[src/rtl/ifetch_unit_pkg.sv]
// Shared types and constants for the instruction fetch stage.
package Ins_def;

    localparam int unsigned INSTR_BYTES = 4;
    localparam logic [31:0] DEFAULT_RESET_PC = 32'h0000_0000;

    typedef struct packed {
        logic [31:0] pc;
        logic [31:0] instr;
    } fetch_pkt_t;

    typedef enum logic {
        BOOT,
        RUN
    } fetch_state_e;

endpackage

[src/rtl/ifetch_unit_if.sv]
// Fetch-stage bundle: imem request/response, redirect and decode channels.
interface ifetch_unit_if;

    logic        imem_req_valid;
    logic        imem_req_ready;
    logic [31:0] imem_addr;
    logic        imem_rsp_valid;
    logic [31:0] imem_rsp_data;
    logic        redirect_valid;
    logic [31:0] redirect_pc;
    logic        inst_valid;
    logic        inst_ready;
    logic [31:0] inst_data;
    logic [31:0] inst_pc;

    modport master (
        output imem_req_valid, imem_addr,
        output inst_valid, inst_data, inst_pc,
        input  imem_req_ready, imem_rsp_valid, imem_rsp_data,
        input  redirect_valid, redirect_pc, inst_ready
    );

    modport slave (
        input  imem_req_valid, imem_addr,
        input  inst_valid, inst_data, inst_pc,
        output imem_req_ready, imem_rsp_valid, imem_rsp_data,
        output redirect_valid, redirect_pc, inst_ready
    );

endinterface

[src/rtl/ifetch_unit_fifo.sv]
// Synchronous FIFO with flush; used for prefetch packets and request PCs.
module ifetch_fifo #(
    parameter int unsigned DEPTH = 4,
    parameter int unsigned WIDTH = 32
) (
    input  logic                       clk,
    input  logic                       rst_n,
    input  logic                       push,
    input  logic                       pop,
    input  logic                       flush,
    input  logic [WIDTH-1:0]           din,
    output logic [WIDTH-1:0]           dout,
    output logic [$clog2(DEPTH+1)-1:0] count,
    output logic                       empty,
    output logic                       full
);

    localparam int unsigned AW = $clog2(DEPTH);
    localparam int unsigned CW = $clog2(DEPTH + 1);

    logic [WIDTH-1:0] mem [DEPTH];
    logic [AW-1:0]    rd_ptr;
    logic [AW-1:0]    wr_ptr;
    logic             do_push;
    logic             do_pop;

    assign empty   = (count == '0);
    assign full    = (count == CW'(DEPTH));
    assign do_pop  = pop && !empty;
    assign do_push = push && (!full || do_pop);
    assign dout    = mem[rd_ptr];

    always_ff @(posedge clk) begin
        if (do_push) mem[wr_ptr] <= din;
    end

    always_ff @(posedge clk or negedge rst_n) begin
        if (!rst_n) begin
            rd_ptr <= '0;
            wr_ptr <= '0;
            count  <= '0;
        end else if (flush) begin
            rd_ptr <= '0;
            wr_ptr <= '0;
            count  <= '0;
        end else begin
            if (do_push) wr_ptr <= wr_ptr + AW'(1);
            if (do_pop)  rd_ptr <= rd_ptr + AW'(1);
            count <= count + CW'(do_push) - CW'(do_pop);
        end
    end

endmodule

[src/rtl/ifetch_unit.sv]
// Instruction fetch stage: credit-limited sequential fetch, prefetch
// buffering and redirect with squash of in-flight responses.
module ifetch_unit
    import Ins_def::*;
#(
    parameter int unsigned DEPTH    = 4,
    parameter logic [31:0] RESET_PC = DEFAULT_RESET_PC
) (
    input logic           clk,
    input logic           reset,
    ifetch_unit_if.master bus
);

    localparam int unsigned CW = $clog2(DEPTH + 1);
    localparam logic [CW:0] CAP = (CW + 1)'(DEPTH);

    fetch_state_e  state;
    logic [31:0]   fetch_pc;
    logic [CW-1:0] outstanding;
    logic [CW-1:0] drop_cnt;
    logic [CW-1:0] pf_count;
    logic [CW-1:0] pc_count;
    logic          pf_empty;
    logic          pf_full;
    logic          pc_empty;
    logic          pc_full;
    logic [31:0]   pc_head;
    fetch_pkt_t    pf_in;
    fetch_pkt_t    pf_head;
    logic [CW:0]   credit;
    logic          req_fire;
    logic          rsp_keep;
    logic          unused_flags;

    // Outstanding requests plus buffered entries never exceed DEPTH,
    // so neither FIFO can overflow.
    assign credit   = {1'b0, outstanding} + {1'b0, pf_count};
    assign req_fire = bus.imem_req_valid && bus.imem_req_ready;
    assign rsp_keep = bus.imem_rsp_valid && (drop_cnt == '0)
                      && !bus.redirect_valid;
    assign pf_in    = '{pc: pc_head, instr: bus.imem_rsp_data};

    assign bus.imem_req_valid = (state == RUN) && !bus.redirect_valid
                                && (credit < CAP);
    assign bus.imem_addr      = fetch_pc;
    assign bus.inst_valid     = !pf_empty;
    assign bus.inst_data      = pf_empty ? '0 : pf_head.instr;
    assign bus.inst_pc        = pf_empty ? '0 : pf_head.pc;

    assign unused_flags = ^{pc_count, pc_empty, pc_full, pf_full};

    ifetch_fifo #(.DEPTH(DEPTH), .WIDTH(64)) u_pf_fifo (
        .clk   (clk),
        .rst_n (reset),
        .push  (rsp_keep),
        .pop   (bus.inst_valid && bus.inst_ready),
        .flush (bus.redirect_valid),
        .din   (pf_in),
        .dout  (pf_head),
        .count (pf_count),
        .empty (pf_empty),
        .full  (pf_full)
    );

    // Stale PCs stay queued so dropped responses still pop their own entry.
    ifetch_fifo #(.DEPTH(DEPTH), .WIDTH(32)) u_pc_fifo (
        .clk   (clk),
        .rst_n (reset),
        .push  (req_fire),
        .pop   (bus.imem_rsp_valid),
        .flush (1'b0),
        .din   (fetch_pc),
        .dout  (pc_head),
        .count (pc_count),
        .empty (pc_empty),
        .full  (pc_full)
    );

    always_ff @(posedge clk or negedge reset) begin
        if (!reset) begin
            state       <= BOOT;
            fetch_pc    <= RESET_PC;
            outstanding <= '0;
            drop_cnt    <= '0;
        end else begin
            unique case (state)
                BOOT: state <= RUN;
                RUN:  state <= RUN;
            endcase
            outstanding <= outstanding + CW'(req_fire)
                           - CW'(bus.imem_rsp_valid);
            if (bus.redirect_valid) begin
                fetch_pc <= bus.redirect_pc & ~32'h3;
                drop_cnt <= outstanding - CW'(bus.imem_rsp_valid);
            end else begin
                if (req_fire) fetch_pc <= fetch_pc + 32'(INSTR_BYTES);
                if (bus.imem_rsp_valid && drop_cnt != '0)
                    drop_cnt <= drop_cnt - CW'(1);
            end
        end
    end

endmodule

[src/flat_wrapper.sv]
// flat-port wrapper written by rule: the top's interface ports become plain ports
module ifetch_unit_flat import Ins_def::*;
#(
    parameter int unsigned DEPTH    = 4,
    parameter logic [31:0] RESET_PC = DEFAULT_RESET_PC
)
  (clk, reset, bus_imem_req_valid, bus_imem_addr, bus_inst_valid, bus_inst_data, bus_inst_pc, bus_imem_req_ready, bus_imem_rsp_valid, bus_imem_rsp_data, bus_redirect_valid, bus_redirect_pc, bus_inst_ready);
  ifetch_unit_if bus_i ();
  input logic clk;
  input logic reset;
  output wire logic [$bits(bus_i.imem_req_valid)-1:0] bus_imem_req_valid;
  output wire logic [$bits(bus_i.imem_addr)-1:0] bus_imem_addr;
  output wire logic [$bits(bus_i.inst_valid)-1:0] bus_inst_valid;
  output wire logic [$bits(bus_i.inst_data)-1:0] bus_inst_data;
  output wire logic [$bits(bus_i.inst_pc)-1:0] bus_inst_pc;
  input wire logic [$bits(bus_i.imem_req_ready)-1:0] bus_imem_req_ready;
  input wire logic [$bits(bus_i.imem_rsp_valid)-1:0] bus_imem_rsp_valid;
  input wire logic [$bits(bus_i.imem_rsp_data)-1:0] bus_imem_rsp_data;
  input wire logic [$bits(bus_i.redirect_valid)-1:0] bus_redirect_valid;
  input wire logic [$bits(bus_i.redirect_pc)-1:0] bus_redirect_pc;
  input wire logic [$bits(bus_i.inst_ready)-1:0] bus_inst_ready;
  assign bus_imem_req_valid = bus_i.imem_req_valid;
  assign bus_imem_addr = bus_i.imem_addr;
  assign bus_inst_valid = bus_i.inst_valid;
  assign bus_inst_data = bus_i.inst_data;
  assign bus_inst_pc = bus_i.inst_pc;
  assign bus_i.imem_req_ready = bus_imem_req_ready;
  assign bus_i.imem_rsp_valid = bus_imem_rsp_valid;
  assign bus_i.imem_rsp_data = bus_imem_rsp_data;
  assign bus_i.redirect_valid = bus_redirect_valid;
  assign bus_i.redirect_pc = bus_redirect_pc;
  assign bus_i.inst_ready = bus_inst_ready;
  ifetch_unit #(.DEPTH(DEPTH), .RESET_PC(RESET_PC)) u_core (.clk(clk), .reset(reset), .bus(bus_i));
endmodule
[config.mk]
export PLATFORM = sky130hd
export DESIGN_NAME = ifetch_unit_flat
export DESIGN_NICKNAME = d
export VERILOG_FILES = /design/src/rtl/ifetch_unit_pkg.sv /design/src/rtl/ifetch_unit_if.sv /design/src/rtl/ifetch_unit_fifo.sv /design/src/rtl/ifetch_unit.sv /design/src/flat_wrapper.sv
export SDC_FILE = /design/constraint.sdc
export NUM_CORES = 1
export LEC_CHECK = 0
export CAP_MARGIN = 20
export CORE_UTILIZATION = 35
export DETAILED_ROUTE_END_ITERATION = 16
export PLACE_DENSITY_LB_ADDON = 0.2
export SLEW_MARGIN = 20
export SYNTH_ARGS = -nofsm -noshare
export SYNTH_HDL_FRONTEND = slang
export SYNTH_SLANG_ARGS = --single-unit
[constraint.sdc]
create_clock -name clk -period 6.78 [get_ports clk]
set_input_delay 1.017 -clock clk [delete_from_list [all_inputs] [get_ports clk]]
set_output_delay 1.017 -clock clk [all_outputs]
set_load 0.01 [all_outputs]
* Word-level counts from Yosys, hierarchy flattened *
Memory sizes are Yosys's and may differ from the RTL's.
Index checks and enable logic that the tools add are counted.

word-level totals
  memory bits (writable) = 384
  output and inout bits = 98
  bits of input ports = 70
  logic and storage cells = 70
  memories kept = 2
  register bits = 53

memories
  name                  depth  bits a word  read ports  clocked after Yosys merged registers in  write ports  RTL line                text
  u_core.u_pf_fifo.mem  4      64           1           0                                        1            ifetch_unit_fifo.sv:21  logic [WIDTH-1:0] mem [DEPTH];
  u_core.u_pc_fifo.mem  4      32           1           0                                        1            ifetch_unit_fifo.sv:21

operators by class
  equality and inequality tests = 2
  muxes and demuxes = 15
  magnitude comparators = 1
  reduce and logical (&&, ||, !) cells = 26
  $add $sub $neg = 14

operators with widths
  kind                                                                   count
  32-bit 2-to-1 mux                                                      4
  32-bit by 3-bit adder with 32-bit output (second input constant)       1
  3-bit by 1-bit subtractor with 3-bit output                            4
  1-bit logical AND                                                      11
  3-bit by 1-bit adder with 3-bit output                                 3
  3-bit zero test                                                        3
  3-bit 2-to-1 mux                                                       3
  2-bit by 1-bit adder with 2-bit output (second input constant)         4
  2-bit 2-to-1 mux                                                       4
  2-bit nonzero test                                                     4
  3-bit equality test (second input constant)                            2
  1-bit zero test                                                        5
  3-bit by 3-bit adder with 4-bit output                                 1
  4-bit by 3-bit < comparator with 1-bit output (second input constant)  1
  1-bit 2-to-1 mux                                                       4
  3-bit nonzero test                                                     1
  3-bit by 1-bit subtractor with 3-bit output (second input constant)    1
  1-bit logical OR                                                       2

* Depth between registers and ports, before layout *
  depth after elaboration = 9
  gate-level depth with buffers = 12
  gate-level depth less buffers = 12

* By module *
From an unflattened synthesis, not the netlist that was laid out.

unflattened totals
  cell total of the unflattened synthesis = 924
  area, all modules = 17535.6 µm²

modules (own cells, without submodules)
  module                          times used  area each (µm²)  cells each
  ifetch_fifo (u_core.u_pf_fifo)  1           9711.8           378
  ifetch_fifo (u_core.u_pc_fifo)  1           5106.1           212
  ifetch_unit                     1           2717.6           334

* Worst setup path after synthesis *
Ideal clock, no wire load.

  path kind = input -> register
  start point = input port bus_redirect_valid
  end point = memory u_core.u_pc_fifo.mem[0][10] (enable)
  stages on the path = 7
  data required time = 6.390 ns
  data arrival time = 3.417 ns
  slack = 2.973 ns
  cells stage by stage = buf_6 > or4b_4 > or4b_4 > buf_6 > buf_6 > nor2_2 > and2_1

between the ends
  cells in the longest elaborated chain, start to end = 7

RTL lines
  element                                 RTL line                text
  start: declaration                      flat_wrapper.sv:19      input wire logic [$bits(bus_i.redirect_valid)-1:0] bus_redirect_valid;
  1-bit zero test                         ifetch_unit.sv:43       assign bus.imem_req_valid = (state == RUN) && !bus.redirect_valid
  1-bit logical AND                       ifetch_unit.sv:43
  1-bit logical AND                       ifetch_unit.sv:44       && (credit < CAP);
  1-bit logical AND                       ifetch_unit.sv:38       assign req_fire = bus.imem_req_valid && bus.imem_req_ready;
  1-bit logical AND                       ifetch_unit_fifo.sv:30  assign do_push = push && (!full || do_pop);
  1-bit 2-to-1 mux                        ifetch_unit_fifo.sv:34  if (do_push) mem[wr_ptr] <= din;
  1-bit 2-to-1 mux (not written as such)  ifetch_unit_fifo.sv:34
  end: declaration                        ifetch_unit_fifo.sv:21

No other way between the ends.

* Worst setup path in the final report *
  start point = register u_core.u_pf_fifo.rd_ptr[0]
  end point = output port bus_inst_data[8]

between the ends
  cells in the longest elaborated chain, start to end = 2

RTL lines
  element                   RTL line                text
  start: declaration        ifetch_unit_fifo.sv:22  logic [AW-1:0] rd_ptr;
  start signal: assignment  ifetch_unit_fifo.sv:48  if (do_pop) rd_ptr <= rd_ptr + AW'(1);
  memory read 4 x 64 bit    --
  32-bit 2-to-1 mux         ifetch_unit.sv:47       assign bus.inst_data = pf_empty ? '0 : pf_head.instr;
  end: declaration          flat_wrapper.sv:14      output wire logic [$bits(bus_i.inst_data)-1:0] bus_inst_data;

No other way between the ends.

==> flow_summary.rst <==
.. list-table::
   :header-rows: 1

   * - Metric
     - Value
   * - CP startpoint kind
     - flip-flop
   * - Worst slew pin tran
     - ~1.1 ns
   * - Portion of the post-synthesis area used by sequential elements
     - 0.734
   * - Outcome
     - finished, final reports clean
   * - Initial standard-cell utilization of the core
     - 0.358
   * - Total of hold buffers inserted after clock tree synthesis
     - 0
   * - Vias
     - 8661
   * - Slowest cell on crit path
     - sky130_fd_sc_hd__dfrtp_4
   * - Clock insertion delay at the later pin of the skew report
     - 0.55 ns
   * - CTS H-tree depth
     - 2
   * - Power share of the combinational group
     - 0.250
   * - Setup Buffers After CTS
     - 0
   * - Setup violators final
     - 0
   * - Placed wire-length estimate
     - 21500 um
   * - TritonCTS clock tree
     - built
   * - EDFF count, synth
     - 368
   * - Type of the worst setup path
     - flip-flop to primary output
   * - Floorplan core area
     - 47000 um2
   * - Net Switching
     - slightly above 2 mW
   * - Post-Route Setup TNS
     - 0 ns
   * - Remaining global-route overflow
     - 0
   * - DRT iter0 DRCs
     - 552
   * - Kind of end point of the critical path
     - primary output
   * - Top-level port count
     - 168
   * - Synth area leaders
     - sky130_fd_sc_hd__edfxtp_1 66%, sky130_fd_sc_hd__mux4_2 12%, sky130_fd_sc_hd__dfrtp_1 7.6%, sky130_fd_sc_hd__and2_1 2.7%, sky130_fd_sc_hd__ha_1 1.5%
   * - Number of nets in the layout
     - 1170
   * - Height of the chip
     - 221 um
   * - Total of buffers placed on input and output ports
     - 161
   * - Clk Tree Root Cell
     - sky130_fd_sc_hd__clkbuf_16
   * - Main combinational cell family by area after synthesis
     - multiplexers
   * - Most used DFF post-synth
     - sky130_fd_sc_hd__edfxtp_1
   * - Sequential cell fraction of total power
     - 0.447
   * - Critical path buffers and inverters
     - 2
   * - Final critical path time including I/O delays and setup
     - 4.24 ns
   * - Seq cells post-synth
     - 419
   * - Maximum number of pins on one net before global-route repair
     - 66
   * - Global-route usage over all layers
     - 0.153
   * - Internal cell power
     - about 5.4 mW
   * - Proportion of synthesized area in mux cells
     - 0.125
   * - Final cycle utilization of the critical path
     - 0.625
   * - Instance count of the mapped netlist
     - 902
   * - Setup clock skew after layout
     - 0.0147 ns
   * - Asr flop ratio synth
     - 0.122
   * - Stage delay of the slowest cell on the critical path
     - 0.91 ns
   * - Pwr/cell area
     - 366 nW/um2
   * - Count of max-cap constraint violations
     - 0
   * - Leakage component of the power
     - 6.66 nW
   * - Area delta synth->final
     - 21.4%
   * - First-pass GRT wire length
     - 56400 um
   * - Die Outline Area
     - 48900 um2
   * - Total of warnings raised by yosys
     - 0
   * - Pins over their slew limit
     - 0
   * - WL per Instance
     - 21.5 um
   * - Critical path, cell by cell
     - buf_4 > mux4_2 > and2_1 > clkdlybuf4s50_1
   * - Commonest non-fill, non-tap cells in the layout
     - 368 x sky130_fd_sc_hd__edfxtp_1, 159 x sky130_fd_sc_hd__clkdlybuf4s50_1, 92 x sky130_fd_sc_hd__mux4_2
   * - Worst-path maximum fanout
     - 32
   * - Maximum resistive drop on vdd
     - 0.206 mV
   * - Final-layout fill cell count
     - 4155
   * - Die width
     - 221 um
   * - Xor and xnor fraction of the mapped netlist area
     - 0.00730
   * - Complex-gate fraction of the synthesized area
     - 0.0283
   * - Worst min-delay path category
     - flip-flop to flip-flop
   * - Arrival time of data at the critical path endpoint
     - 3.22 ns
   * - Cell variety after synth
     - 49
   * - Cell area after synthesis
     - 16800 um2
   * - Maximum clock frequency
     - about 0.24 GHz
   * - DRC errors left
     - 0
   * - Share of the synthesized area in the top cell type
     - 0.658
   * - Number of gates resized after cts
     - 0
   * - Commonest non-fill, non-tap cell in the layout
     - sky130_fd_sc_hd__edfxtp_1
   * - Number of buffers on the longest clock path
     - 3
   * - Post-synthesis cell type with the largest combined area
     - sky130_fd_sc_hd__edfxtp_1
   * - Sink Count
     - 419
   * - Total power of the final layout
     - 7.47 mW
   * - Part of the total power dissipated in the clock network
     - 0.303
   * - Routed wire length
     - roughly 37000 um
   * - Antenna Violating Nets Remaining
     - 0
   * - Data required time of the critical path
     - 5.76 ns
   * - Hold Vio Cnt, Final
     - 0
   * - Number of buffers added by the clock tree synthesis step
     - 44
   * - Arithmetic-cell share of the synthesized area counting full adders, half adders and majority gates
     - 0.0185
   * - RSZ-0062 raised after global routing
     - no
   * - Number of placement rows
     - 79
   * - Clock input transition at the sequential cells of the worst setup and hold paths
     - 0.06 ns
   * - Antenna cell count
     - 0
   * - Share of layout cells above drive strength 1
     - 0.163
   * - Number of vias per cell
     - 5.05
   * - Kind of cell with the highest combined delay on the critical path
     - buffers and inverters
   * - Gpl congestion
     - approximately 0.76
   * - Initial antenna violation count
     - 0
   * - Net Sw Frac
     - 0.273
   * - Pre-Repair DR Iteration Count
     - 5
   * - Relative slew slack
     - 0.285
   * - Average footprint of a synthesized cell
     - 18.6 um2
   * - Vias in the first global route
     - about 9000
   * - Synth Area in Simple Gates
     - 0.0685
power by group through the flow:
stage	logic (mW)	clock network [mW]	registers (mW)
finish	1.87	2.27	3.34
global route	2.04	2.43	3.37
CTS	1.93	2.34	3.35
detailed placement	1.92	0	3.40
global placement	1.89	0	3.39
floorplan	1.20	0	3.25
per-layer routing:
metal	global-route usage	wire [um]	part of all wire
met5	0	0	0
met4	0.0433	659	0.018
met3	0.0295	1740	0.047
met2	0.252	18000	0.49
met1	0.208	16600	0.45
cell type report:
type	instances	area [um2]	share of cell area
Multi-Input combinational cell	420	4190	0.205
Inverter	19	76.3	0.00374
Tap cell	607	759	0.0372
Clock inverter	18	139	0.00681
Clock buffer	60	1200	0.0590
Timing Repair Buffer	173	1690	0.0830
Sequential cell	419	12300	0.605
cell families (layout without fill, tap and decap cells):
family | after synthesis | after routing
simple gates | 212 | 212
xor+xnor | 14 | 14
compound gates | 72 | 72
buf+inv | 66 | 270
flops | 419 | 419
mux | 94 | 94
fa+ha+maj | 23 | 23
other cells | 2 | 5
synthesized netlist by cell type (3+ instances only):
cell type                    n
sky130_fd_sc_hd__a21oi_1     9
sky130_fd_sc_hd__a221o_1     4
sky130_fd_sc_hd__a22oi_1     4
sky130_fd_sc_hd__a31oi_1     5
sky130_fd_sc_hd__and2_1     72
sky130_fd_sc_hd__and3_1      4
sky130_fd_sc_hd__buf_1      12
sky130_fd_sc_hd__buf_4       5
sky130_fd_sc_hd__buf_6       5
sky130_fd_sc_hd__clkbuf_1   24
sky130_fd_sc_hd__dfrtp_1    51
sky130_fd_sc_hd__edfxtp_1  368
sky130_fd_sc_hd__fa_1        3
sky130_fd_sc_hd__ha_1       20
sky130_fd_sc_hd__inv_1      18
sky130_fd_sc_hd__mux4_2     92
sky130_fd_sc_hd__nand2_1    38
sky130_fd_sc_hd__nand2b_1    4
sky130_fd_sc_hd__nand3_1    27
sky130_fd_sc_hd__nand4_1    10
sky130_fd_sc_hd__nor2_1     26
sky130_fd_sc_hd__nor2b_1     6
sky130_fd_sc_hd__nor3_1      9
sky130_fd_sc_hd__nor3b_1     4
sky130_fd_sc_hd__nor4_1      3
sky130_fd_sc_hd__o211ai_1    8
sky130_fd_sc_hd__o21ai_0    26
sky130_fd_sc_hd__o311ai_0    4
sky130_fd_sc_hd__o311ai_1    3
sky130_fd_sc_hd__xnor2_1     8
sky130_fd_sc_hd__xor2_1      6
state kept, by name, summed over array words and instances (netlist names), 3 cells and up:
signal,count
u_core.u_pc_fifo.mem,120
u_core.u_pf_fifo.mem,248
u_core.u_pf_fifo.count,3
u_core.u_pc_fifo.count,3
u_core.outstanding,3
u_core.drop_cnt,3
u_core.bus.imem_addr,30
final timing paths:
| kind | start | depth (start not counted) | end | slack [ns] |
|---|---|---|---|---|
| worst max-delay path | u_core.u_pf_fifo.rd_ptr[0] | 4 | bus_inst_data[8] | 2.54 |
| worst min-delay path | u_core.u_pc_fifo.count[0] | 1 | u_core.u_pc_fifo.count[0] | 0.54 |
| worst max register to register | u_core.outstanding[2] | 5 | u_core.u_pc_fifo.mem[2][18] | 3.25 |
| worst min register to register | u_core.u_pc_fifo.count[0] | 1 | u_core.u_pc_fifo.count[0] | 0.54 |
| max in group asynchronous | reset | 2 | u_core.u_pf_fifo.rd_ptr[0] | 5.64 |
| min in group asynchronous | reset | 2 | u_core.bus.imem_addr[22] | 0.61 |
through the flow:
step / utilization / hold WS (ns) / std cells / cell area, um2 / setup WS [ns]
after floorplan: - / 0.502 / 905 / 16800 / 2.97
after global placement: 0.406 / 0.519 / 1638 / 19000 / 2.76
after detailed placement: 0.406 / 0.530 / 1638 / 19000 / 2.71
after CTS: 0.434 / 0.543 / 1716 / 20400 / 2.38
after global routing: 0.434 / 0.583 / 1716 / 20400 / 2.29
final: 0.434 / 0.537 / 1716 / 20400 / 2.54
No activity file was read; power rests on OpenSTA's default activity.
